## src/rtl/cpu_ctrl_pkg.sv

```systemverilog
// Shared opcode, ALU-select, state and class definitions for the
// hardwired control sequencer.
package cpu_ctrl_pkg;

    localparam logic [4:0] OP_LD   = 5'b00000;
    localparam logic [4:0] OP_LDI  = 5'b00001;
    localparam logic [4:0] OP_ST   = 5'b00010;
    localparam logic [4:0] OP_ADD  = 5'b00011;
    localparam logic [4:0] OP_SUB  = 5'b00100;
    localparam logic [4:0] OP_AND  = 5'b00101;
    localparam logic [4:0] OP_OR   = 5'b00110;
    localparam logic [4:0] OP_ADDI = 5'b01011;
    localparam logic [4:0] OP_BR   = 5'b10010;
    localparam logic [4:0] OP_JR   = 5'b10011;
    localparam logic [4:0] OP_JAL  = 5'b10100;
    localparam logic [4:0] OP_IN   = 5'b10101;
    localparam logic [4:0] OP_MFHI = 5'b10111;
    localparam logic [4:0] OP_MFLO = 5'b11000;
    localparam logic [4:0] OP_NOP  = 5'b11010;
    localparam logic [4:0] OP_HALT = 5'b11011;

    localparam logic [4:0] ALU_ADD = 5'b00011;
    localparam logic [4:0] ALU_SUB = 5'b00100;
    localparam logic [4:0] ALU_AND = 5'b00101;
    localparam logic [4:0] ALU_OR  = 5'b00110;

    typedef enum logic [3:0] {
        S_RESET, S_T0, S_T1, S_T2, S_T3,
        S_T4, S_T5, S_T6, S_T7, S_HALT
    } state_t;

    typedef enum logic [3:0] {
        C_ALU, C_IMM, C_LD, C_ST, C_BR, C_JR,
        C_JAL, C_MOVE, C_IN, C_NOP, C_HALT
    } cls_t;

    function automatic logic [4:0] alu_sel(input logic [4:0] op);
        case (op)
            OP_SUB:  alu_sel = ALU_SUB;
            OP_AND:  alu_sel = ALU_AND;
            OP_OR:   alu_sel = ALU_OR;
            default: alu_sel = ALU_ADD;
        endcase
    endfunction

    // Final state of each class; nop/halt end at the last fetch state.
    function automatic state_t last_state(input cls_t c);
        case (c)
            C_ALU, C_IMM:        last_state = S_T5;
            C_LD, C_ST:          last_state = S_T7;
            C_BR:                last_state = S_T6;
            C_JAL:               last_state = S_T4;
            C_JR, C_MOVE, C_IN:  last_state = S_T3;
            default:             last_state = S_T2;
        endcase
    endfunction

endpackage

```

## src/rtl/instr_class_decode.sv

```systemverilog
// Combinational opcode-to-class map; undefined opcodes behave as nop.
module instr_class_decode
    import cpu_ctrl_pkg::*;
(
    input  logic [4:0] i_opcode,
    output cls_t       o_cls
);

    always_comb begin
        case (i_opcode)
            OP_ADD, OP_SUB, OP_AND, OP_OR: o_cls = C_ALU;
            OP_ADDI, OP_LDI:               o_cls = C_IMM;
            OP_LD:                         o_cls = C_LD;
            OP_ST:                         o_cls = C_ST;
            OP_BR:                         o_cls = C_BR;
            OP_JR:                         o_cls = C_JR;
            OP_JAL:                        o_cls = C_JAL;
            OP_MFHI, OP_MFLO:              o_cls = C_MOVE;
            OP_IN:                         o_cls = C_IN;
            OP_HALT:                       o_cls = C_HALT;
            default:                       o_cls = C_NOP;
        endcase
    end

endmodule

```

## src/rtl/control_unit.sv

```systemverilog
// Hardwired fetch/execute sequencer driving the single-bus datapath
// strobes as Moore outputs of the state register.
module control_unit
    import cpu_ctrl_pkg::*;
#(
    parameter int LINK_REG = 8
) (
    input  logic        clk,
    input  logic        clr,
    input  logic [31:0] IR,
    input  logic        CON_ff,
    input  logic        stop,
    output logic        run,
    output logic        R_out, HI_out, LO_out, Zhi_out, Zlo_out,
    output logic        PC_out, MDR_out, MAR_out, In_out, C_out,
    output logic        Rin, MARin, Zlowin, PCin, MDRin, IRin, Yin, CONin,
    output logic        IncPC, Read, Write, Gra, Grb, Grc, BAout,
    output logic [4:0]  op_sel,
    output logic [15:0] R_rd
);

    state_t     r_state;
    cls_t       r_cls;
    logic [4:0] r_op;
    cls_t       w_cls;
    logic       w_unused_ir;

    assign w_unused_ir = ^IR[26:0];

    instr_class_decode u_dec (
        .i_opcode (IR[31:27]),
        .o_cls    (w_cls)
    );

    always_ff @(posedge clk) begin
        if (clr) begin
            r_state <= S_RESET;
            r_cls   <= C_NOP;
            r_op    <= '0;
        end else begin
            case (r_state)
                S_RESET: r_state <= S_T0;
                S_T0:    r_state <= S_T1;
                S_T1:    r_state <= S_T2;
                S_T2: begin
                    r_cls <= w_cls;
                    r_op  <= IR[31:27];
                    if (w_cls == C_HALT)
                        r_state <= S_HALT;
                    else if (w_cls == C_NOP)
                        r_state <= stop ? S_HALT : S_T0;
                    else
                        r_state <= S_T3;
                end
                S_HALT:  r_state <= S_HALT;
                default: begin
                    if (r_state == last_state(r_cls))
                        r_state <= stop ? S_HALT : S_T0;
                    else
                        r_state <= state_t'(r_state + 4'd1);
                end
            endcase
        end
    end

    always_comb begin
        {R_out, HI_out, LO_out, Zhi_out, Zlo_out} = '0;
        {PC_out, MDR_out, MAR_out, In_out, C_out} = '0;
        {Rin, MARin, Zlowin, PCin, MDRin, IRin, Yin, CONin} = '0;
        {IncPC, Read, Write, Gra, Grb, Grc, BAout} = '0;
        op_sel = '0;
        R_rd   = '0;
        run    = (r_state != S_RESET) && (r_state != S_HALT);
        case (r_state)
            S_T0: {PC_out, MARin, IncPC, Zlowin} = '1;
            S_T1: {Zlo_out, PCin, Read, MDRin} = '1;
            S_T2: {MDR_out, IRin} = '1;
            S_T3: begin
                case (r_cls)
                    C_ALU: {Grb, R_out, Yin} = '1;
                    C_IMM: begin
                        {Grb, Yin} = '1;
                        if (r_op == OP_LDI) BAout = 1'b1;
                        else                R_out = 1'b1;
                    end
                    C_LD, C_ST: {Grb, BAout, Yin} = '1;
                    C_BR:  {Gra, R_out, CONin} = '1;
                    C_JR:  {Gra, R_out, PCin} = '1;
                    C_JAL: begin
                        {PC_out, Rin} = '1;
                        R_rd = 16'd1 << LINK_REG;
                    end
                    C_MOVE: begin
                        {Gra, Rin} = '1;
                        if (r_op == OP_MFHI) HI_out = 1'b1;
                        else                 LO_out = 1'b1;
                    end
                    C_IN:  {In_out, Gra, Rin} = '1;
                    default: ;
                endcase
            end
            S_T4: begin
                case (r_cls)
                    C_ALU: begin
                        {Grc, R_out, Zlowin} = '1;
                        op_sel = alu_sel(r_op);
                    end
                    C_IMM, C_LD, C_ST: begin
                        {C_out, Zlowin} = '1;
                        op_sel = ALU_ADD;
                    end
                    C_BR:  {PC_out, Yin} = '1;
                    C_JAL: {Gra, R_out, PCin} = '1;
                    default: ;
                endcase
            end
            S_T5: begin
                case (r_cls)
                    C_ALU, C_IMM: {Zlo_out, Gra, Rin} = '1;
                    C_LD, C_ST:   {Zlo_out, MARin} = '1;
                    C_BR: begin
                        {C_out, Zlowin} = '1;
                        op_sel = ALU_ADD;
                    end
                    default: ;
                endcase
            end
            S_T6: begin
                case (r_cls)
                    C_LD: {Read, MDRin} = '1;
                    C_ST: {Gra, R_out, MDRin} = '1;
                    C_BR: begin
                        Zlo_out = 1'b1;
                        PCin    = CON_ff;
                    end
                    default: ;
                endcase
            end
            S_T7: begin
                case (r_cls)
                    C_LD: {MDR_out, Gra, Rin} = '1;
                    C_ST: Write = 1'b1;
                    default: ;
                endcase
            end
            default: ;
        endcase
    end

endmodule

```

## config.mk

```make
export PLATFORM = sky130hd
export DESIGN_NAME = control_unit
export DESIGN_NICKNAME = d
export VERILOG_FILES = /design/src/rtl/cpu_ctrl_pkg.sv /design/src/rtl/instr_class_decode.sv /design/src/rtl/control_unit.sv
export SDC_FILE = /design/constraint.sdc
export NUM_CORES = 1
export LEC_CHECK = 0
export CELL_PAD_IN_SITES_DETAIL_PLACEMENT = 0
export CELL_PAD_IN_SITES_GLOBAL_PLACEMENT = 1
export CORE_MARGIN = 2
export CORE_UTILIZATION = 29
export DETAILED_ROUTE_END_ITERATION = 16
export PLACE_DENSITY = 0.82
export SKIP_CTS_REPAIR_TIMING = 1
export SLEW_MARGIN = 20
export SYNTH_ARGS = -nofsm -noshare
export SYNTH_HDL_FRONTEND = slang
export SYNTH_SLANG_ARGS = --single-unit
```

## constraint.sdc

```tcl
create_clock -name clk -period 2.7 [get_ports clk]
set_clock_uncertainty 0.15 [all_clocks]
set_input_delay 0.405 -clock clk [delete_from_list [all_inputs] [get_ports clk]]
set_output_delay 0.405 -clock clk [all_outputs]
set_load 0.02 [all_outputs]
```

## Word-level counts from Yosys, hierarchy flattened

Memories as Yosys holds them, arrays and structs flattened. A register that Yosys moved wholly into a read port is not among the register bits.
Cells that the tools add are included.

| operators by class | value |
|---|---|
| equality and inequality tests | 26 |
| mux-type cells | 61 |
| $add $sub $neg | 1 |
| reductions and logical operators | 13 |

Operators by type and width:

| kind | number |
|---|---|
| equality test 4 x 3 -> 1 bit, second input constant | 8 |
| two-way mux 4 bit | 8 |
| two-way mux 1 bit | 31 |
| equality test 4 bit, second input constant | 5 |
| one-hot mux 4 bit (5 select lines) | 1 |
| two-way mux 9 bit | 2 |
| equality test 4 x 2 -> 1 bit, second input constant | 4 |
| one-hot mux 1 bit (2 select lines) | 8 |
| equality test 5 x 3 -> 1 bit, second input constant | 3 |
| one-hot mux 1 bit (3 select lines) | 5 |
| one-hot mux 3 bit (2 select lines) | 2 |
| one-hot mux 3 bit (3 select lines) | 1 |
| OR reduction 3 bit | 3 |
| equality test 4 x 1 -> 1 bit, second input constant | 2 |
| zero test 4 bit | 2 |
| OR reduction 4 bit | 2 |
| OR reduction 2 bit | 3 |
| equality test 5 x 1 -> 1 bit, second input constant | 1 |
| equality test 5 bit, second input constant | 1 |
| one-hot mux 1 bit (5 select lines) | 1 |
| OR reduction 5 bit | 1 |
| adder 4 x 1 -> 4 bit, second input constant | 1 |
| equality test 4 bit | 1 |
| != test 4 bit, second input constant | 1 |
| other kinds (4) | 4 |

| word-level totals | value |
|---|---|
| register bits after elaboration | 13 |
| logic and storage cells | 106 |
| output and inout port bits | 47 |
| memories | 2 |
| memory bits (read-only) | 192 |
| input bits | 36 |

Memory list:

| name | words | width | rd ports | clocked after Yosys merged registers in | write ports | line | text |
|---|---|---|---|---|---|---|---|
| (no name shown) | 32 | 4 | 1 | 0 | 0 | instr_class_decode.sv:10 | `case (i_opcode)` |
| (no name shown) | 16 | 4 | 1 | 1 | 0 | cpu_ctrl_pkg.sv:48 | `case (c)` |

## Depth between registers and ports, before layout

Gate-level depths: netlist of run 1.

| logic depth | value |
|---|---|
| depth after elaboration | 7 |
| mapped depth | 8 |
| mapped depth without buffers | 8 |

## By module

Synthesis of run 1 repeated with hierarchy kept, for this count alone.

| second synthesis, totals | value |
|---|---|
| cell total of the unflattened synthesis | 236 |
| area total of the unflattened synthesis | 1770.4 µm² |

Modules (own cells, without submodules):

| module | area each (µm²) | cells each | instances | sequential area each (µm²) |
|---|---|---|---|---|
| control_unit | 1555.2 | 210 | 1 | 340.3 |
| instr_class_decode | 215.2 | 26 | 1 | 0.0 |

## Worst setup path after synthesis of run 1

No wires, ideal clock.

| timing path | value |
|---|---|
| path kind | input-to-reg |
| from | in IR[27] |
| to | reg r_state[0] |
| slack | 604 ps |
| arrival time | 1815 ps |
| stages | 8 |
| data required time | 2419 ps |
| setup time | 131 ps |
| path through | inv_1 > ha_1 > or2_1 > a311oi_2 > nor3_4 > xnor2_1 > a311oi_1 > nor2_1 |

| on the way | value |
|---|---|
| word-level cells in the longest chain between the ends | 5 |
| elaborated cells on any way between the ends | 6 |

RTL lines:

| what | line | text |
|---|---|---|
| from (decl) | control_unit.sv:10 | `input logic [31:0] IR,` |
| memory (32 x 4 bit) * | - |  |
| equality test 4 bit | control_unit.sv:50 | `else if (w_cls == C_NOP)` |
| two-way mux 4 bit | control_unit.sv:50 |  |
| two-way mux 4 bit * | control_unit.sv:48 | `if (w_cls == C_HALT)` |
| one-hot mux 4 bit (5 select lines) * | control_unit.sv:41 | `case (r_state)` |
| to (signal assigned) | control_unit.sv:51 | `r_state <= stop ? S_HALT : S_T0;` |
| to (signal assigned) | control_unit.sv:58 | `r_state <= stop ? S_HALT : S_T0;` |
| to (signal assigned) | control_unit.sv:60 | `r_state <= state_t'(r_state + 4'd1);` |
| to (decl) | control_unit.sv:22 | `state_t r_state;` |

Every way passes the cells marked *; elsewhere a longest branch is shown, timed or not.
A chain may end at the register's enable or synchronous reset.

## Final worst setup path of run 1

| timing path | value |
|---|---|
| from | reg r_cls[3] |
| to | out HI_out |

| on the way | value |
|---|---|
| word-level cells in the longest chain between the ends | 3 |

RTL lines:

| what | line | text |
|---|---|---|
| from (decl) | control_unit.sv:23 | `cls_t r_cls;` |
| from (signal assigned) | control_unit.sv:46 | `r_cls <= w_cls;` |
| equality test 4 x 3 -> 1 bit | control_unit.sv:79 | `case (r_cls)` |
| two-way mux 1 bit | control_unit.sv:79 |  |
| two-way mux 1 bit | control_unit.sv:74 | `case (r_state)` |
| to (decl) | control_unit.sv:14 | `output logic R_out, HI_out, LO_out, Zhi_out, Zlo_out,` |

Every way passes these cells.

==> results of run 1 <==
[cells in the mapped netlist, types with 3 or more instances]
library cell,number
ha_1,8
buf_4,21
inv_1,13
a21oi_1,16
nor2_2,3
nand3_1,4
inv_2,3
o21ai_0,10
nor2_1,23
xnor2_1,6
clkbuf_1,4
and3_1,5
nand2b_1,7
dfxtp_1,17
mux2i_1,6
nor3_1,6
nor4_1,3
nand2_1,25
a31oi_1,3
[path summary, 6_finish.rpt]
check / startpoint / to / slack, ps / cells past startpoint
worst min register to register: r_op[3] / r_op[3] / 320 / 2
worst max register to register: r_state[0] / r_state[2] / 620 / 8
worst max-delay path: r_cls[3] / HI_out / 70 / 4
worst min-delay path: r_op[3] / r_op[3] / 320 / 2
[final cells by class]
| type | count | area share |
|---|---|---|
| well taps | 75 | 0.0399 |
| flip-flops and latches | 17 | 0.146 |
| clock buffers | 4 | 0.0191 |
| inverters | 17 | 0.0282 |
| repair buffers | 56 | 0.234 |
| multi-input cells | 193 | 0.533 |
[cells by family (layout without fill, tap and decap cells)]
group / count (synthesis) / in the layout / share of synthesized area
other: 1 / 19 / 0.00212
multiplexers: 6 / 6 / 0.0339
XOR/XNOR: 7 / 7 / 0.0346
flip-flops: 17 / 17 / 0.192
buffers and inverters: 45 / 77 / 0.150
adder cells (fa/ha/maj): 8 / 8 / 0.0565
AND/OR/NAND/NOR: 97 / 97 / 0.297
AO/OA/AOI/OAI: 56 / 56 / 0.233
[through the flow]
step	instances	hold WS [ps]
final	362	321
after global routing	362	340
after CTS	362	324
after detailed placement	358	315
after global placement	358	310
after floorplan	255	295
[layer usage]
metal,part of all wire,GRT usage,vias to the layer above
li1,-,-,882
met4,0.0070,0.0250,0
met1,0.47,0.179,752
met3,0.064,0.0217,4
met5,0,0,-
met2,0.46,0.238,48
[power by group]
part	switching (mW)	internal [mW]	total, mW
Sequential	0.0618	0.304	0.366
Combinational	0.552	0.437	0.988
Clock	0.0823	0.105	0.187
Total	0.696	0.845	1.54
[worst register-to-register path, stage by stage, from the launching register on]
cell	delay, ps
dfxtp_2	360
ha_1	270
buf_4	170
or3_1	390
a21oi_2	160
nor2_2	70
nor2b_4	130
nand2_1	60
a311oi_1	240
==> impl_metrics.yaml, run 1 <==
finish:
  fin_nets: 332
  syn_to_final_growth_pct: 32.8
  final_common_cell: "nand2_1"
  antennaDiodeCount: 0
  final-seq-area_um2: 344
  layout_common_cells: "25 x nand2_1, 21 x nor2_1, 20 x clkdlybuf4s50_1, 20 x buf_4, 19 x conb_1"
  final_cell_area_mm2: 0.00235
  multi_input_comb_area_mm2: 0.00125
  fin_util: 0.398
  n_fill_cell: 614
  drive_gt1_frac: 0.206
timing:
  drv_slew: 0
  timing.final.hold_violations: 0
  totalNegativeSetupSlack_ps: 0
  finalWorstSetupSlack_ps: 71.4
  post-route-period-util: 0.974
  fmax_mhz: 380
  slew_headroom: 0.630
  worstMarginPinSlew_ps: 553
  rsz0062_at_grt: "no"
  post-route-min-period_ps: 2630
  setup_violations: 0
cts:
  cts_buffer_depth: 2
  cts_tree: "yes"
  cts.sinks: 17
  numCtsBuffers: 3
  worstSkewPairLatency_ps: 250
  cts_root_buffer: "clkbuf_8"
  clk_pin_slew_ps: 60
  htreeDepth: 1
grt:
  grt_max_degree: 18
  grt-ovfl-total: 0
  grt_pass1_wl_um: 7390
  grt_antenna_before_repair: 0
  grt_pass1_vias: 1603
  grtUsageTotal: 0.137
die:
  die_area_mm2: 0.00675
  die_h_um: 82.2
  start_util: 0.299
  rows: 28
  core_area_mm2: 0.00592
  fp.dieW_um: 82.2
  pin_count: 83
yosys:
  ys_seq_elements: 17
  synth.area.top_cells: "dfxtp_1 19%, buf_4 8.9%, ha_1 5.6%, nand2_1 5.3%, nor2_1 4.9%"
  avgSynthCellArea_um2: 7.48
  synth_top_area_share: 0.192
  seq_area_frac_synth: 0.192
  synthFlopType: "dfxtp_1"
  async_reset_ff_frac: 0
  synth_cells: 237
  synth_cell_types: 62
  synth_top_cell_by_area: "dfxtp_1"
  yosys_warnings: 0
  synth_area_mm2: 0.00177
  synth_edf_count: 0
run:
  drv_cap: 0
critical_path:
  cp.arrival_ps: 2070
  worst_setup_path_start_kind: "register"
  worstPathCellList: "nor3b_4 -> nand3_1 -> nor3b_1 -> clkdlybuf4s50_1"
  endpoint_kind: "output pin"
  path_buf_inv: 1
  required_ps: 2140
  crit_fanout: 6
  crit_type: "register to output pin"
  critPathMaxStageDelay_ps: 640
  cp_top_family: "simple AND/OR/NAND/NOR gates"
  slowest_stage: "clkdlybuf4s50_1"
routing:
  vias_per_cell: 4.66
  vias: 1686
  drc: 0
  drt_iter0_drc: 62
  ant_nets: 0
  wl_per_cell_um: 11.8
  totalWireLength_um: 4260
  first_pass_iters: 4
power_and_ir_drop:
  leakagePower_nw: 1.17
  powerDensity_mw_per_mm2: 655
  vdd_drop_max_uv: 299
  finalPower_mw: 1.54
placement:
  port_buffers: 36
  hpwl_um: 3510
  dp_slack_ps: -27.8
  place_area_mm2: 0.00224
  place.gp.congestion: 0.879
min_path:
  hp-class: "register to register"
status:
  status: "finished clean"
(Power assumes the default switching activity.)
==> run 2: changes to the inputs <==
--- a/config.mk
+++ b/config.mk
@@ -6,11 +6,11 @@
 export NUM_CORES = 1
 export LEC_CHECK = 0
 export CELL_PAD_IN_SITES_DETAIL_PLACEMENT = 0
-export CELL_PAD_IN_SITES_GLOBAL_PLACEMENT = 1
+export CELL_PAD_IN_SITES_GLOBAL_PLACEMENT = 2
 export CORE_MARGIN = 2
-export CORE_UTILIZATION = 29
+export CORE_UTILIZATION = 22
 export DETAILED_ROUTE_END_ITERATION = 16
-export PLACE_DENSITY = 0.82
+export PLACE_DENSITY = 0.81
 export SKIP_CTS_REPAIR_TIMING = 1
 export SLEW_MARGIN = 20
 export SYNTH_ARGS = -nofsm -noshare
==> run 2 against run 1 <==
Compared with the run above: sequential share of layout area down 0.23 points; final cell count up 7.7%; cell area up 1.6%; worst setup slack better by 28 ps; critical path type unchanged; worst hold slack worse by 2.6 ps; clock power about the same.
==> impl_metrics.yaml, run 2 (synthesis results as in run 1) <==
status:
  status: "finished clean"
die:
  die_area_mm2: 0.00879
  die_h_um: 93.7
  rows: 32
  core_area_mm2: 0.00777
  start_util: 0.228
  fp.dieW_um: 93.7
  pin_count: 83
cts:
  cts.sinks: 17
  cts_buffer_depth: 2
  clk_pin_slew_ps: 70
  worstSkewPairLatency_ps: 250
  htreeDepth: 1
  cts_tree: "yes"
  cts_root_buffer: "clkbuf_8"
  numCtsBuffers: 3
grt:
  grtUsageTotal: 0.110
  grt.busiest_layer: "met2"
  met3_usage: 0.0225
  grt_max_degree: 17
  grt-ovfl-total: 0
  grt.met1_usage: 0.154
  grt_pass1_wl_um: 7800
  grt_antenna_before_repair: 0
  use_met2: 0.170
  grt_pass1_vias: 1611
critical_path:
  worstPathCellList: "inv_1 -> ha_2 -> nand2b_1 -> buf_4 -> nor3_1 -> clkdlybuf4s50_1"
  cp.depth: 6
  critical_path.startpoint: "r_state[0]"
  rrSetupSlack_ps: 550
  crit_fanout: 6
  cp.arrival_ps: 2050
  worst_setup_path_start_kind: "register"
  r2r_cells: 10
  crit_path_end: "BAout"
  cp_top_family: "buffers and inverters"
  crit_type: "register to output pin"
  critPathMaxStageDelay_ps: 630
  path_buf_inv: 3
  required_ps: 2140
  endpoint_kind: "output pin"
  slowest_stage: "clkdlybuf4s50_1"
  rr_startpoint: "r_state[0]"
finish:
  multi_input_comb_area_mm2: 0.00125
  final_cell_area_mm2: 0.00239
  fin_nets: 333
  layout_common_cells: "25 x nand2_1, 22 x nor2_1, 22 x clkdlybuf4s50_1, 21 x buf_4, 19 x conb_1"
  antennaDiodeCount: 0
  final_cells: 390
  syn_to_final_growth_pct: 35.0
  fin_util: 0.308
  final_common_cell: "nand2_1"
  final-seq-area_um2: 344
  n_fill_cell: 866
  drive_gt1_frac: 0.212
routing:
  drc: 0
  totalWireLength_um: 4650
  first_pass_iters: 4
  wl_per_cell_um: 11.9
  ant_nets: 0
  vias: 1719
  vias_per_cell: 4.41
  drt_iter0_drc: 52
timing:
  timing.final.hold_violations: 0
  post-route-period-util: 0.963
  setup_violations: 0
  drv_slew: 0
  fmax_mhz: 384
  post-route-min-period_ps: 2600
power_and_ir_drop:
  vdd_drop_max_uv: 194
  leakagePower_nw: 1.13
  powerDensity_mw_per_mm2: 652
placement:
  place.gp.congestion: 0.797
  placed_cells: 386
  hpwl_um: 3860
  port_buffers: 36
  place_area_mm2: 0.00228
run:
  drv_cap: 0
min_path:
  hp-class: "register to register"
==> run 2: stage by stage <==
step                      power, mW  hold WS (ps)  TNS [ps]  setup WS, ps
final                          1.56           318         0          98.9
after global placement         1.37           310         0          12.4
after global routing           1.70           340     -11.7         -11.7
after CTS                      1.57           322     -1240          -177
after floorplan                1.04           295         0           604
after detailed placement       1.38           312     -29.0         -29.0
==> run 2: per-layer routing <==
| layer | vias to the layer above | share of wire |
|---|---|---|
| met2 | 58 | 0.44 |
| li1 | 887 | - |
| met4 | 0 | 0.0084 |
| met5 | - | 0 |
| met3 | 5 | 0.071 |
| met1 | 769 | 0.48 |
==> run 2: area by class of cell <==
cell class                      instances  share of cell area
Inverter                               17              0.0277
Clock buffer                            3              0.0173
Tap cell                              102              0.0534
Multi-Input combinational cell        193               0.524
Clock inverter                          1             0.00209
Timing Repair Buffer                   57               0.231
Sequential cell                        17               0.144
==> run 2: how the worst min path moves through the flow <==
stage | startpoint | to | slack [ps] | cells after the start
4_1_cts | r_op[3] | r_op[3] | 320 | 2
6_report | r_op[3] | r_op[3] | 320 | 2
3_3_place_gp | r_op[3] | r_op[3] | 310 | 2
3_5_place_dp | r_op[3] | r_op[3] | 310 | 2
2_1_floorplan | r_op[3] | r_op[3] | 290 | 2
5_1_grt | r_op[3] | r_op[3] | 340 | 2
==> run 2: worst reg2reg max path, cell delays in order, from the launching register on <==
cell and delay [ps]:
dfxtp_2 400, ha_1 260, buf_4 160, nand2_2 150, inv_4 90, buf_4 210, nor3b_1 90, a41oi_2 250
inv_2 80, nor2_4 100, a22oi_2 80
==> run 2: where the power goes <==
part	total [mW]	switching, mW	internal [mW]	leakage, nW
sequential	0.367	0.0625	0.304	0.139
combinational	1.01	0.567	0.441	0.968
clock	0.186	0.0837	0.102	0.0255
total	1.56	0.713	0.847	1.13
==> run 3: changes to the inputs <==
--- a/config.mk
+++ b/config.mk
@@ -10,6 +10,7 @@
 export CORE_MARGIN = 2
 export CORE_UTILIZATION = 22
 export DETAILED_ROUTE_END_ITERATION = 16
+export GPL_TIMING_DRIVEN = 1
 export PLACE_DENSITY = 0.81
 export SKIP_CTS_REPAIR_TIMING = 1
 export SLEW_MARGIN = 20
==> results of run 3 <==
No change in the layout: final DEF, timing and power equal those of run 2.
==> variant: new RTL, settings of run 2 <==
The 11 values of `cls_t` get a one-hot encoding in 11 bits.
--- a/src/rtl/cpu_ctrl_pkg.sv
+++ b/src/rtl/cpu_ctrl_pkg.sv
@@ -29,9 +29,9 @@
         S_T4, S_T5, S_T6, S_T7, S_HALT
     } state_t;
 
-    typedef enum logic [3:0] {
-        C_ALU, C_IMM, C_LD, C_ST, C_BR, C_JR,
-        C_JAL, C_MOVE, C_IN, C_NOP, C_HALT
+    typedef enum logic [10:0] {
+        C_ALU = 11'b00000000001, C_IMM = 11'b00000000010, C_LD = 11'b00000000100, C_ST = 11'b00000001000, C_BR = 11'b00000010000, C_JR = 11'b00000100000,
+        C_JAL = 11'b00001000000, C_MOVE = 11'b00010000000, C_IN = 11'b00100000000, C_NOP = 11'b01000000000, C_HALT = 11'b10000000000
     } cls_t;
 
     function automatic logic [4:0] alu_sel(input logic [4:0] op);
Function: same outputs for any inputs over 10 cycles, from zero or initial values; not proved beyond that.
==> variant against run 2 <==
  * The flow now finishes with violations (negative setup slack)
  * Cell count up 34%
  * Design area up 41%
  * Wire length up 45%
  * Sequential cell count up 3
  * Total power up 9.2%
  * Combinational power up 4%
  * Count of clock-buffer cells in the layout unchanged
  * Via count up 37%
  * Clock power up 60%
  * Worst setup slack worse by 0.25 ns
  * Synthesized area up 18%
  * Die area up 17%
  * Utilization up 5.6 points
  * Critical path type is now reg2reg
  * Largest cell class unchanged
==> variant: results (changes against run 2) <==
[outcome]
violations=negative setup slack
status=complete, but fails checks

[pwr]
p_switching_uw=704.2  ; -1.2%
vdd_drop_max_uv=193.0  ; -0.53%
p_leak_nw=1.540  ; +36%

[placed_design]
place_area_mm2=0.003029  ; +33%
dp_slack_ns=-0.3936  ; -0.3646 ns
placed_cells=512  ; +33%
port_buffers=36  ; unchanged
gp_congestion=0.9136  ; +15%
dp_hpwl_um=5391  ; +40%

[synth]
synthTopCellsByCount=36 x nand2_1, 30 x nor2_1, 20 x dfxtp_1, 19 x buf_4
yosysWarnings=0  ; unchanged
yosysSeqAreaShare_pct=19.15  ; -0.059 points
avgSynthCellArea_um2=7.160  ; -4.2%
async_flop_share_pct=0  ; unchanged
ys_top_cells_by_area=dfxtp_1 19%, buf_4 6.8%, nand2_1 6.5%
synth_cell_types=64  ; +3.2%
dominantRegCellSynth=dfxtp_1

[setup_path]
cp_max_fo=5  ; -1
path_delay_family=simple AND/OR/NAND/NOR gates
slowest_stage=or4_4
max_stage_delay_ns=0.62
worstPathArrival_ns=2.85  ; +0.80 ns

[global_routing]
grt_pass1_wl_um=10600  ; +36%
grt_max_degree=23  ; +6
grt_pass1_vias=2168  ; +35%
grt_use_total_pct=12.85  ; +1.8 points
antenna_found_initial=0  ; unchanged

[clock_network]
htreeDepth=1  ; unchanged
cts-root-buf=clkbuf_8
clkLatencyLatePin_ns=0.26
clk_path_buf_depth=2  ; unchanged
clk_pin_slew_ns=0.08
cts_buffers=3  ; unchanged

[drt]
drtIter0Drc=118  ; +130%
wire_per_inst_um=12.92  ; +8.3%
firstDrtPassIters=4  ; unchanged
wl_um=6742  ; +45%
vias_per_cell=4.517  ; +2.5%
ant_nets=0  ; unchanged

[timing]
setup_ws_ns=-0.1536  ; -0.2525 ns
setup_viol=10  ; +10

[hold_path]
hold_class=reg2reg

[final_layout]
nets=439  ; +32%
n_antenna_cell=0  ; unchanged
reg.largest.list=r_cls (11), r_op (5), r_state (4)
fill_cells=969  ; +12%
drive_gt1_share_pct=39.19  ; +18 points

[variant: cell count changes after synthesis, sizes merged, moves of 4 or more]
| cell | change |
|---|---|
| nand2 | +9 |
| clkbuf | +14 |
| and3 | -6 |
| or4 | +4 |
| mux2i | -4 |
| nor4 | +4 |
| nand4b | +5 |
| inv | -7 |
| nor2b | +4 |
| nand4 | +4 |
[variant: power groups by stage]
stage          Sequential, mW  Clock [mW]  Combinational [mW]
2_1_floorplan           0.364           0               0.547
3_3_place_gp            0.355           0               0.944
3_5_place_dp            0.356           0               0.950
4_1_cts                 0.349       0.303               0.956
5_1_grt                 0.356       0.316                1.14
6_report                0.352       0.298                1.05
[variant: area by class of cell]
| cell class | instances | area [um^2] | share of cell area [%] |
|---|---|---|---|
| multi-input combinational | 240 | 1664 | 49.53 |
| timing repair buffer | 118 | 1017 | 30.28 |
| sequential | 20 | 404.1 | 12.03 |
| tap | 129 | 161.4 | 4.804 |
| clock buffer | 3 | 41.29 | 1.229 |
| inverter | 11 | 41.29 | 1.229 |
| clock inverter | 1 | 30.03 | 0.8939 |
[variant: metal layers]
metal	vias up	GRT usage, %	routed length, um
met3	9	0.9662	276
met5	-	0	0
met1	1082	17.78	3207
met4	0	4.990	133
li1	1206	-	-
met2	61	20.78	3124
[variant: worst register-to-register path, delay by kind of cell (launching register included)]
family          cells  cell delay [ns]
flops               1             0.32
simple gates        3             1.44
compound gates      3             0.34
buf+inv             2             0.35
xor+xnor            1             0.14
[variant: final timing paths]
path,from,end,slack [ns],cells past startpoint
setup / recovery,r_cls[3],r_state[3],-0.15,9
hold / removal,r_op[2],r_op[2],0.33,2
setup reg to reg,r_cls[3],r_state[3],-0.15,9
hold reg to reg,r_op[2],r_op[2],0.33,2
[variant: per-stage QoR]
stage | setup TNS, ns | util [%]
detailed placement | -5.916 | 32.78
global placement | -5.624 | 32.78
finish | -0.7888 | 36.36
CTS | -12.37 | 33.55
floorplan | -0.08011 | -
global route | -2.024 | 36.36
[variant: cell families (layout without fill, tap and decap cells)]
family,after synthesis,after routing,synth area share [%]
AND/OR/NAND/NOR,139,139,37.10
buffers and inverters,50,133,13.17
XOR/XNOR,6,6,2.873
AO/OA/AOI/OAI,65,65,21.19
flip-flops,20,20,19.15
other,1,19,0.1794
multiplexers,2,2,0.9575
adder cells (fa/ha/maj),9,9,5.386
